$ cat src/rtl/sweep_ctrl.sv
// sweep_ctrl: drives all 16 {A,B,C,D} input vectors into a 4-input logic
// function and holds each vector for SETTLE_CYC cycles. On the last cycle of
// each vector it samples Y and builds the 16-bit truth table. At the end of
// the sweep it compares the table with EXPECTED.
//
// Ports:
//   iCLK, iRST_N        clock, asynchronous active-low reset
//   iSTART              level start request, accepted in IDLE/DONE
//   iABORT              synchronous abort to IDLE, wins over iSTART
//   iY                  output of the function under test
//   oA..oD              registered vector drive, A is MSB
//   oBUSY / oDONE       sweep in progress / results valid
//   oTABLE              captured truth table, bit n = Y for vector n
//   oPASS               oTABLE == EXPECTED, meaningful while oDONE=1
//   oERR_CNT            number of mismatching bits (0..16)
//   oFAIL_IDX           lowest mismatching vector index, 0 if none
module sweep_ctrl #(
    parameter int unsigned SETTLE_CYC = 2,
    parameter logic [15:0] EXPECTED   = 16'hADA7
) (
    input  logic        iCLK,
    input  logic        iRST_N,
    input  logic        iSTART,
    input  logic        iABORT,
    input  logic        iY,
    output logic        oA,
    output logic        oB,
    output logic        oC,
    output logic        oD,
    output logic        oBUSY,
    output logic        oDONE,
    output logic [15:0] oTABLE,
    output logic        oPASS,
    output logic [4:0]  oERR_CNT,
    output logic [3:0]  oFAIL_IDX
);

    localparam int unsigned IDX_W = 4;
    localparam int unsigned CNT_W = 4;
    localparam int unsigned ERR_W = 5;
    localparam int unsigned TBL_W = 16;

    // Last settle-counter value of a vector window; sampling happens here.
    localparam logic [CNT_W-1:0] CNT_LAST = CNT_W'(SETTLE_CYC - 1);
    localparam logic [IDX_W-1:0] IDX_LAST = IDX_W'(15);

    typedef enum logic [1:0] {
        ST_IDLE = 2'd0,
        ST_RUN  = 2'd1,
        ST_DONE = 2'd2
    } state_t;

    state_t             state_q,    state_d;
    logic [IDX_W-1:0]   idx_q,      idx_d;
    logic [CNT_W-1:0]   cnt_q,      cnt_d;
    logic [IDX_W-1:0]   vec_q,      vec_d;
    logic               busy_q,     busy_d;
    logic               done_q,     done_d;
    logic [TBL_W-1:0]   table_q,    table_d;
    logic               pass_q,     pass_d;
    logic [ERR_W-1:0]   err_cnt_q,  err_cnt_d;
    logic [IDX_W-1:0]   fail_idx_q, fail_idx_d;

    // State and result registers.
    always_ff @(posedge iCLK or negedge iRST_N) begin
        if (!iRST_N) begin
            state_q    <= ST_IDLE;
            idx_q      <= '0;
            cnt_q      <= '0;
            vec_q      <= '0;
            busy_q     <= 1'b0;
            done_q     <= 1'b0;
            table_q    <= '0;
            pass_q     <= 1'b0;
            err_cnt_q  <= '0;
            fail_idx_q <= '0;
        end else begin
            state_q    <= state_d;
            idx_q      <= idx_d;
            cnt_q      <= cnt_d;
            vec_q      <= vec_d;
            busy_q     <= busy_d;
            done_q     <= done_d;
            table_q    <= table_d;
            pass_q     <= pass_d;
            err_cnt_q  <= err_cnt_d;
            fail_idx_q <= fail_idx_d;
        end
    end

    // Next-state and result update.
    always_comb begin
        state_d    = state_q;
        idx_d      = idx_q;
        cnt_d      = cnt_q;
        vec_d      = vec_q;
        busy_d     = busy_q;
        done_d     = done_q;
        table_d    = table_q;
        pass_d     = pass_q;
        err_cnt_d  = err_cnt_q;
        fail_idx_d = fail_idx_q;

        if (iABORT) begin
            // Partial table and error info are kept for inspection.
            state_d = ST_IDLE;
            busy_d  = 1'b0;
            done_d  = 1'b0;
            vec_d   = '0;
            pass_d  = 1'b0;
        end else begin
            unique case (state_q)
                ST_IDLE, ST_DONE: begin
                    if (iSTART) begin
                        state_d    = ST_RUN;
                        busy_d     = 1'b1;
                        done_d     = 1'b0;
                        idx_d      = '0;
                        cnt_d      = '0;
                        vec_d      = '0;
                        table_d    = '0;
                        err_cnt_d  = '0;
                        fail_idx_d = '0;
                        pass_d     = 1'b0;
                    end
                end
                ST_RUN: begin
                    if (cnt_q != CNT_LAST) begin
                        cnt_d = cnt_q + CNT_W'(1);
                    end else begin
                        cnt_d          = '0;
                        table_d[idx_q] = iY;
                        if (iY != EXPECTED[idx_q]) begin
                            // A zero count before this bit marks the first mismatch.
                            if (err_cnt_q == '0) begin
                                fail_idx_d = idx_q;
                            end
                            err_cnt_d = err_cnt_q + ERR_W'(1);
                        end
                        if (idx_q != IDX_LAST) begin
                            idx_d = idx_q + IDX_W'(1);
                            vec_d = idx_q + IDX_W'(1);
                        end else begin
                            // Pass uses the count including the final vector.
                            state_d = ST_DONE;
                            busy_d  = 1'b0;
                            done_d  = 1'b1;
                            vec_d   = '0;
                            pass_d  = (err_cnt_d == '0);
                        end
                    end
                end
                default: begin
                    state_d = ST_IDLE;
                    busy_d  = 1'b0;
                    done_d  = 1'b0;
                    vec_d   = '0;
                end
            endcase
        end
    end

    assign oA        = vec_q[3];
    assign oB        = vec_q[2];
    assign oC        = vec_q[1];
    assign oD        = vec_q[0];
    assign oBUSY     = busy_q;
    assign oDONE     = done_q;
    assign oTABLE    = table_q;
    assign oPASS     = pass_q;
    assign oERR_CNT  = err_cnt_q;
    assign oFAIL_IDX = fail_idx_q;

endmodule

$ cat config.mk
export PLATFORM = sky130hd
export DESIGN_NAME = sweep_ctrl
export DESIGN_NICKNAME = d
export VERILOG_FILES = /design/src/rtl/sweep_ctrl.sv
export SDC_FILE = /design/constraint.sdc
export NUM_CORES = 1
export LEC_CHECK = 0
export ABC_AREA = 1
export CORE_MARGIN = 2
export CORE_UTILIZATION = 55
export CTS_BUF_LIST = sky130_fd_sc_hd__clkbuf_2
export DETAILED_ROUTE_END_ITERATION = 7
export HOLD_SLACK_MARGIN = 0.03
export MAX_ROUTING_LAYER = met4
export PLACE_DENSITY = 0.82
export SLEW_MARGIN = 20
export SYNTH_ARGS = -nofsm -noshare
export SYNTH_HDL_FRONTEND = slang
export SYNTH_SLANG_ARGS = --single-unit
$ cat constraint.sdc
create_clock -name iCLK -period 4.5 [get_ports iCLK]
set_input_delay 0.45 -clock iCLK [delete_from_list [all_inputs] [get_ports iCLK]]
set_output_delay 0.45 -clock iCLK [all_outputs]
set_load 0.01 [all_outputs]
==> results of run 1 <==
[stage by stage]
| step | utilization | hold WS (ns) |
|---|---|---|
| 5_1_grt | 0.695 | 0.169 |
| 3_5_place_dp | 0.685 | 0.465 |
| 4_1_cts | 0.695 | 0.163 |
| 6_report | 0.695 | 0.116 |
| 2_1_floorplan | - | 0.154 |
| 3_3_place_gp | 0.685 | 0.464 |
[final timing paths]
kind	start	endpoint	slack, ns
worst max-delay path	state_q[1]	oTABLE[8]	2.48
worst min-delay path	iRST_N	vec_q[3]	0.12
worst max register to register	state_q[1]	oTABLE[8]	2.48
worst min register to register	oTABLE[14]	oTABLE[14]	0.51
max in group asynchronous	iRST_N	oTABLE[14]	3.83
min in group iCLK	oTABLE[14]	oTABLE[14]	0.51
[synthesized netlist by cell type]
library cell	n	area (um^2)
ha_1	8	100
nand3_2	2	20.0
nor2_1	11	41.3
nand3b_1	1	7.51
buf_2	2	10.0
o211ai_1	1	7.51
inv_2	3	11.3
o21ai_1	8	40.0
nand2_1	53	199
nand2_2	1	6.26
o22ai_1	5	31.3
nor3_1	1	5.00
clkbuf_1	1	3.75
dfrtp_1	41	1030
a2bb2oi_1	1	8.76
nor2_4	1	11.3
nand3_1	20	100
a31oi_1	1	6.26
a21boi_2	1	11.3
o21ai_0	22	110
inv_1	22	82.6
xor2_1	3	26.3
nor2_8	1	20.0
nand2_4	5	56.3
buf_6	2	22.5
mux2i_1	1	10.0
a21oi_1	9	45.0
nand4_1	3	18.8
a32o_1	1	10.0
o31ai_1	11	82.6
xnor2_1	1	8.76
nor2_2	2	12.5
nand4_2	1	12.5
[registers in the layout, indices dropped and copies added, names as in the netlist]
register   flops
cnt_q          4
vec_q          4
oFAIL_IDX      4
oPASS          1
oERR_CNT       5
oBUSY          1
state_q        2
idx_q          4
oTABLE        16
[cells by family (layout without fill, tap and decap cells)]
family          Yosys count  in the layout
fa+ha+maj                 8              8
flops                    41             41
buf+inv                  30             69
compound gates           60             60
xor+xnor                  4              4
simple gates            102            102
mux                       1              1
[metal layers]
metal / vias to the layer above / wire length (um) / global-route usage
met5: - / 0 / -
met4: 0 / 51 / 0.0638
met3: 6 / 164 / 0.0625
met2: 41 / 2290 / 0.390
met1: 887 / 2250 / 0.309
li1: 912 / - / -
[cell type report]
type / instances / area (um^2)
fillers: 313 / 1130
flip-flops and latches: 41 / 1030
multi-input cells: 175 / 1010
repair buffers: 36 / 355
inverters: 25 / 93.8
well taps: 48 / 60.1
clock buffers: 5 / 25.0
clock inverters: 3 / 12.5
[critical path: cells and delay by family, from the launching register on]
kind / cells / cell delay [ns]
DFF: 1 / 0.46
and+or+nand+nor: 4 / 0.74
buffers and inverters: 1 / 0.34
AOI/OAI and AO/OA: 2 / 0.37
[where the power goes]
part	total, mW	internal (mW)	switching [mW]	leakage, nW
sequential	0.488	0.431	0.0568	0.563
clock	0.157	0.0340	0.123	0.0278
combinational	0.564	0.204	0.360	0.586
total	1.21	0.670	0.540	1.18
==> results by group, run 1 <==
Status
  – Status: finished clean

Drt
  – Post-route ant nets: 0
  – DRC Markers: 0
  – Drt pass-1 iters: 4
  – Wire per inst: 14.3 um
  – Drt initial violations: 113
  – Vias per inst: 5.54
  – Vias: 1,846
  – Routed wire length: 4760 um

Die
  – Floorplan die height: 66.7 um
  – Die width: 66.7 um
  – Initial Util: 0.582
  – Top Ports: 37
  – Area of the core: 3720 um^2
  – Cell row count: 22
  – Die area: 4450 um^2

Setup path
  – Crit. End Element: flop
  – Worst path most repeated cell: nand2_4
  – Worst path required time: 4.81 ns
  – Critical path data arrival time: 2.33 ns
  – R2r worst-path depth: 7
  – WS Path Type: reg2reg
  – Worst-path cell chain: nor2_4 > nand2_4 > nand2_4 > nand2_4 > inv_1 > o21ai_0 > a32o_1
  – Critical Path Fanout Max: 16
  – CP startpoint kind: flop
  – CP peak stage delay: 0.46 ns
  – CP max-delay cell: dfrtp_1

Layout
  – Non-Filler Instances: 333
  – Area growth syn-to-layout: 19.2%
  – Final Instance Area: 2580 um^2
  – Ant. Diodes: 0
  – Fraction of layout cells with a size suffix above 1: 0.0842
  – Commonest cells after routing, fill and taps aside: 53 x nand2_1, 41 x dfrtp_1, 35 x clkdlybuf4s50_1
  – Nets: 297
  – Most common cell after layout, fill and taps aside: nand2_1

Global route
  – Largest net degree at the start of global routing: 42
  – Initial antenna violation count: 0
  – Vias in the first global route: 1,765
  – Grt ovf: 0
  – Gr usage total: 0.243
  – First-pass GRT wire length: 7930 um

Logic synthesis
  – FF+latch count, synth: 41
  – Simple-Gate Fraction of Synth Area: 0.236
  – Mux cell area share after synthesis: 0.00462
  – Post-Syn Instances: 246
  – Synth Area in Compound Gates: 0.163
  – Adder-cell share of the synthesized area: 0.0462
  – Sequential cell area fraction in the yosys report: 0.474
  – Post-Syn Area per Cell: 8.80 um^2
  – Combinational family with the most area after synthesis: simple AND/OR/NAND/NOR gates
  – Syn Std Cell Area: 2160 um^2
  – Net Count, Synth: 259
  – Synth Area in XOR/XNOR: 0.0162
  – Synth cell types: 33
  – Syn. warnings: 0

CTS
  – CTS tree: done
  – Post-cts resize count: 0
  – Post-CTS Setup Inserts: 0
  – Clock edge transition at the registers on the reported setup and hold paths: 0.22 ns
  – CTS root buffer: clkbuf_2
  – Clock Latency Late Sink: 0.41 ns
  – Clock sink count: 41
  – Hold-fix buffers, CTS: 0
  – Inserted Clock Buffers: 5
  – Clock tree buffer depth: 2
  – Htree depth: 2

Placed design
  – Post-place instance area: 2540 um^2
  – Dpl hpwl: 3410 um
  – Placer Congestion: 0.883
  – IO buf count: 36
  – Place WS: 2.23 ns
  – Placed Cells incl. Taps: 325

Power
  – Leak: 1.18 nW
  – PnR Total Power: 1.21 mW
  – Max rail drop VDD: 279 uV
  – PD cells: 469 nW/um^2

STA
  – Final period util: 0.449
  – Final Hold Viols: 0
  – Final worst-path setup slack: 2.48 ns
  – Setup TNS Final: 0 ns
  – Setup violators final: 0
  – Slew headroom: 0.418
  – FMAX: 0.495 GHz
  – Fin. max-slew vios: 0
  – Tightest Pin Transition: 0.874 ns
  – RSZ-0062 raised after global routing: false
  – Worst clock skew: 0.0230 ns
  – Min cycle time layout: 2.02 ns

Flow run
  – MaxCap Viol Count: 0

Worst hold path
  – HP Class: in2async
Power figures use the tool's default switching activity.
==> inputs of run 2 (changes only) <==
clock period = 1.95 ns   (was 4.5 ns; I/O delays follow)
==> run 2 against run 1 <==
Cell count grew 2.4%; combinational power grew 140%; total power grew 140%; register-to-register slack lost 2.3 ns; via count grew 3.3%; sequential power grew 130%; clock-buffer cell count is the same; global-route usage grew 0.29 points; clock power grew 130%; sequential share of layout area shrank 1.1 points; clock skew shrank 0.0063 ns; fmax grew 15%.
==> results by group, run 2 (synthesis results as in run 1) <==
Setup path
  – Worst path most repeated cell: nand2_4
  – CP max-delay cell: dfrtp_1
  – Worst setup path start: state_q[1]
  – CP bufs+invs: 1
  – CP peak stage delay: 0.48 ns
  – Critical Path Fanout Max: 14
  – Worst-path cell chain: nor2_4 > nand2_4 > nand2_4 > nand2_4 > inv_1 > o21ai_0 > a32o_1
  – Worst path required time: 2.26 ns
  – RR Startpoint: state_q[1]
  – Crit. End Element: flop
  – WS Path Type: reg2reg
  – Top cell family by delay on the critical path: simple AND/OR/NAND/NOR gates
  – Critical path data arrival time: 2.07 ns
  – CP startpoint kind: flop

Drt
  – Vias: 1,907
  – Post-route ant nets: 0
  – Vias per inst: 5.59
  – Drt pass-1 iters: 4
  – Routed wire length: 4920 um
  – DRC Markers: 0
  – Drt initial violations: 134
  – Wire per inst: 14.4 um

Die
  – Area of the core: 3720 um^2
  – Die width: 66.7 um
  – Cell row count: 22
  – Top Ports: 37
  – Die area: 4450 um^2
  – Initial Util: 0.582
  – Floorplan die height: 66.7 um

STA
  – Setup violators final: 0
  – Final worst-path setup slack: 0.197 ns
  – Worst clock skew: 0.0166 ns
  – Tightest Pin Transition: 0.512 ns
  – FMAX: 0.570 GHz
  – Setup TNS Final: 0 ns
  – RSZ-0062 raised after global routing: false
  – Final Hold Viols: 0
  – Fin. max-slew vios: 0
  – Slew headroom: 0.659
  – Min cycle time layout: 1.75 ns
  – Final period util: 0.899

Layout
  – Ant. Diodes: 0
  – Most common cell after layout, fill and taps aside: nand2_1
  – Commonest cells after routing, fill and taps aside: 53 x nand2_1, 41 x dfrtp_1, 35 x clkdlybuf4s50_1
  – Area growth syn-to-layout: 22.5%
  – Fraction of layout cells with a size suffix above 1: 0.113
  – Nets: 305
  – Max reg flops: 16

Global route
  – Gr usage total: 0.246
  – First-pass GRT wire length: 8000 um
  – Grt ovf: 0
  – Initial antenna violation count: 0
  – Vias in the first global route: 1,728
  – Met3 usage: 0.0591
  – Global Route met1 Usage: 0.331
  – Gr busiest metal: met2
  – GR Util met2: 0.370
  – Largest net degree at the start of global routing: 42

Flow run
  – MaxCap Viol Count: 0

Power
  – Clk pwr share: 0.126
  – Part of the power in registers: 0.392
  – Leak: 1.21 nW
  – Pint: 1.60 mW
  – PD cells: 1080 nW/um^2
  – Sw Share: 0.443
  – Psw: 1.27 mW
  – Logic pwr share: 0.483
  – Max rail drop VDD: 561 uV

Placed design
  – Place WS: 0.0416 ns
  – Dpl hpwl: 3540 um
  – IO buf count: 36
  – Placer Congestion: 0.862

CTS
  – CTS tree: done
  – Clock tree buffer depth: 2
  – Clock sink count: 41
  – CTS root buffer: clkbuf_2
  – Htree depth: 2
  – Clock edge transition at the registers on the reported setup and hold paths: 0.22 ns
  – Inserted Clock Buffers: 5
  – Clock Latency Late Sink: 0.41 ns

Status
  – Status: finished clean

Worst hold path
  – HP Class: in2async
run 2: final timing paths:
kind,slack (ns),cells after the start,endpoint
worst max-delay path,0.20,7,oTABLE[8]
worst min-delay path,0.34,3,cnt_q[2]
worst max register to register,0.20,7,oTABLE[8]
worst min register to register,0.51,2,oTABLE[12]
max in group asynchronous,1.25,3,oTABLE[15]
min in group iCLK,0.45,3,oTABLE[9]
run 2: power groups by stage:
stage	logic, mW	registers [mW]	clock network [mW]
floorplan	0.857	1.15	0
global placement	1.32	1.14	0
detailed placement	1.35	1.14	0
CTS	1.36	1.13	0.362
global route	1.54	1.14	0.404
finish	1.38	1.12	0.360
run 2: cell type report:
class | instances | area [um^2]
fillers | 303 | 1060
flip-flops and latches | 41 | 1030
multi-input cells | 175 | 1020
repair buffers | 44 | 418
inverters | 25 | 93.8
well taps | 48 | 60.1
clock buffers | 5 | 25.0
clock inverters | 3 | 12.5
run 2: repair_timing:
action	in CTS	in global routing
endpoints found under the hold margin	41	0
setup buffers	0	1
setup endpoints to repair	0	5
gates resized for setup	0	2
hold buffers	1	0
run 2: worst reg2reg max path, delay by kind of cell, from the launching register on:
| family | cells | cell delay [ns] |
|---|---|---|
| AND/OR/NAND/NOR | 4 | 0.59 |
| buffers and inverters | 1 | 0.26 |
| AO/OA/AOI/OAI | 2 | 0.35 |
| flip-flops | 1 | 0.48 |
run 2: metal layers:
| metal | routed length, um | part of all wire |
|---|---|---|
| met1 | 2270 | 0.46 |
| met2 | 2300 | 0.47 |
| met3 | 241 | 0.049 |
| met4 | 108 | 0.022 |
| met5 | 0 | 0 |
run 2: metrics by stage:
stage	total power [mW]	area (um^2)	utilization	hold slack, ns	std cells
final	2.87	2650	0.713	0.343	341
after global routing	3.08	2650	0.713	0.373	341
after CTS	2.85	2640	0.709	0.354	340
after detailed placement	2.49	2590	0.697	0.295	331
after global placement	2.46	2590	0.697	0.285	331
after floorplan	2.01	2160	-	-0.101	246
==> inputs of run 3 (changes only) <==
CORE_UTILIZATION = 53   (was 55)
CTS_BUF_LIST = sky130_fd_sc_hd__clkbuf_8 sky130_fd_sc_hd__clkbuf_16   (was sky130_fd_sc_hd__clkbuf_2)
CTS_CLUSTER_DIAMETER = 60   (was unset)
PLACE_DENSITY = 0.8   (was 0.82)
==> run 3 against run 2 <==
Final area is 2.2% higher; clock-buffer cell count increased by 2; via count down 2.1%; total power up 8.1%; critical path type unchanged; largest cell class unchanged.
==> results by group, run 3 (synthesis results as in run 1) <==
Setup path
  – RR Startpoint: idx_q[1]
  – Critical path data arrival time: 1.95 ns
  – Crit. End Element: flop
  – Worst setup path start: idx_q[1]
  – Critical Path Fanout Max: 7
  – CP startpoint kind: flop
  – WS Path Type: reg2reg
  – Worst path required time: 2.18 ns

STA
  – Slew headroom: 0.652
  – FMAX: 0.582 GHz
  – Hold Worst Slack: 0.480 ns
  – Setup TNS Final: 0 ns
  – Worst clock skew: 0.00631 ns
  – Final Hold Viols: 0
  – RSZ-0062 raised after global routing: false
  – Fin. max-slew vios: 0
  – Setup violators final: 0
  – Final period util: 0.881
  – Tightest Pin Transition: 0.523 ns
  – Min cycle time layout: 1.72 ns

Die
  – Floorplan die height: 67.9 um
  – Area of the core: 3970 um^2
  – Initial Util: 0.545
  – Cell row count: 23
  – Die area: 4610 um^2
  – Die width: 67.9 um
  – Top Ports: 37

Drt
  – DRC Markers: 0
  – Vias per inst: 5.44
  – Drt pass-1 iters: 6
  – Vias: 1,867
  – Wire per inst: 13.9 um
  – Post-route ant nets: 0
  – Routed wire length: 4760 um
  – Drt initial violations: 147

Placed design
  – Placer Congestion: 0.959
  – Dpl hpwl: 3420 um
  – IO buf count: 36

Layout
  – Nets: 305
  – Final core area utilization: 0.682
  – Max reg flops: 16
  – Ant. Diodes: 0
  – Fraction of layout cells with a size suffix above 1: 0.113
  – Area growth syn-to-layout: 25.2%
  – Commonest cells after routing, fill and taps aside: 53 x nand2_1, 41 x dfrtp_1, 35 x clkdlybuf4s50_1
  – Most common cell after layout, fill and taps aside: nand2_1

Global route
  – Largest net degree at the start of global routing: 42
  – First-pass GRT wire length: 8020 um
  – Vias in the first global route: 1,719
  – Grt ovf: 0
  – Gr usage total: 0.239
  – Initial antenna violation count: 0

Worst hold path
  – Hold Startpoint: vec_q[0]
  – HP Class: reg2reg

CTS
  – Inserted Clock Buffers: 5
  – Post-CTS Setup Inserts: 0
  – Clock tree buffer depth: 2
  – Clock Latency Late Sink: 0.29 ns
  – Hold-fix buffers, CTS: 1
  – CTS tree: done
  – Post-cts resize count: 0
  – Clock edge transition at the registers on the reported setup and hold paths: 0.08 ns
  – Htree depth: 2
  – CTS root buffer: clkbuf_8
  – Clock sink count: 41

Power
  – PD cells: 1140 nW/um^2
  – Leak: 1.24 nW
  – Max rail drop VDD: 562 uV

Status
  – Status: finished clean

Flow run
  – MaxCap Viol Count: 0
==> run 3: cell count changes in the layout (fill, tap and decap cells not counted) <==
cell	delta
clkbuf_2	-5
clkbuf_8	+7
clkinv_1	-2
ha_1	+1
ha_2	-1
nand3_1	+1
nand3_2	-1
==> run 3: metrics by stage <==
stage | power [mW] | std cells | setup slack (ns) | instance area [um^2]
5_1_grt | 3.35 | 343 | 0.108 | 2710
3_5_place_dp | 2.50 | 334 | 0.0690 | 2600
4_1_cts | 3.11 | 343 | 0.239 | 2710
2_1_floorplan | 2.01 | 246 | 0.439 | 2160
6_report | 3.10 | 343 | 0.233 | 2710
3_3_place_gp | 2.48 | 334 | 0.124 | 2600
==> run 3: routing by layer <==
metal	GRT usage	vias to the layer above	routed length [um]
met2	0.381	51	2250
met5	-	-	0
met1	0.316	882	2220
met3	0.0543	7	241
li1	-	927	-
met4	0.0525	0	54
==> run 3: final cells by class <==
| cell class | count | area, um^2 |
|---|---|---|
| inverter | 25 | 93.8 |
| fill | 333 | 1260 |
| tap | 50 | 62.6 |
| timing repair buffer | 44 | 418 |
| sequential | 41 | 1030 |
| multi-input combinational | 175 | 1010 |
| clock buffer | 7 | 96.3 |
| clock inverter | 1 | 5.00 |
==> run 3: worst paths after layout <==
path | end | slack [ns] | cells past startpoint
setup / recovery | oPASS | 0.23 | 11
hold / removal | vec_q[0] | 0.48 | 2
setup reg to reg | oPASS | 0.23 | 11
hold reg to reg | vec_q[0] | 0.48 | 2
max in group asynchronous | oTABLE[13] | 1.08 | 3
min in group asynchronous | oBUSY | 0.50 | 3
==> run 3: critical path, stage by stage, from the launching register on <==
cell and delay (ns):
dfrtp_1 0.40, inv_1 0.07, ha_1 0.22, nand3_1 0.19, nand4_2 0.22, nand2_4 0.17, nand2_1 0.06, nand2_1 0.07
nand2_1 0.07, nor2_1 0.09, nand2_1 0.05, nand2_1 0.05
==> run 3: where the power goes <==
group	switching (mW)	internal (mW)	leakage, nW
Sequential	0.132	0.997	0.563
Combinational	0.851	0.523	0.624
Clock	0.275	0.320	0.0542
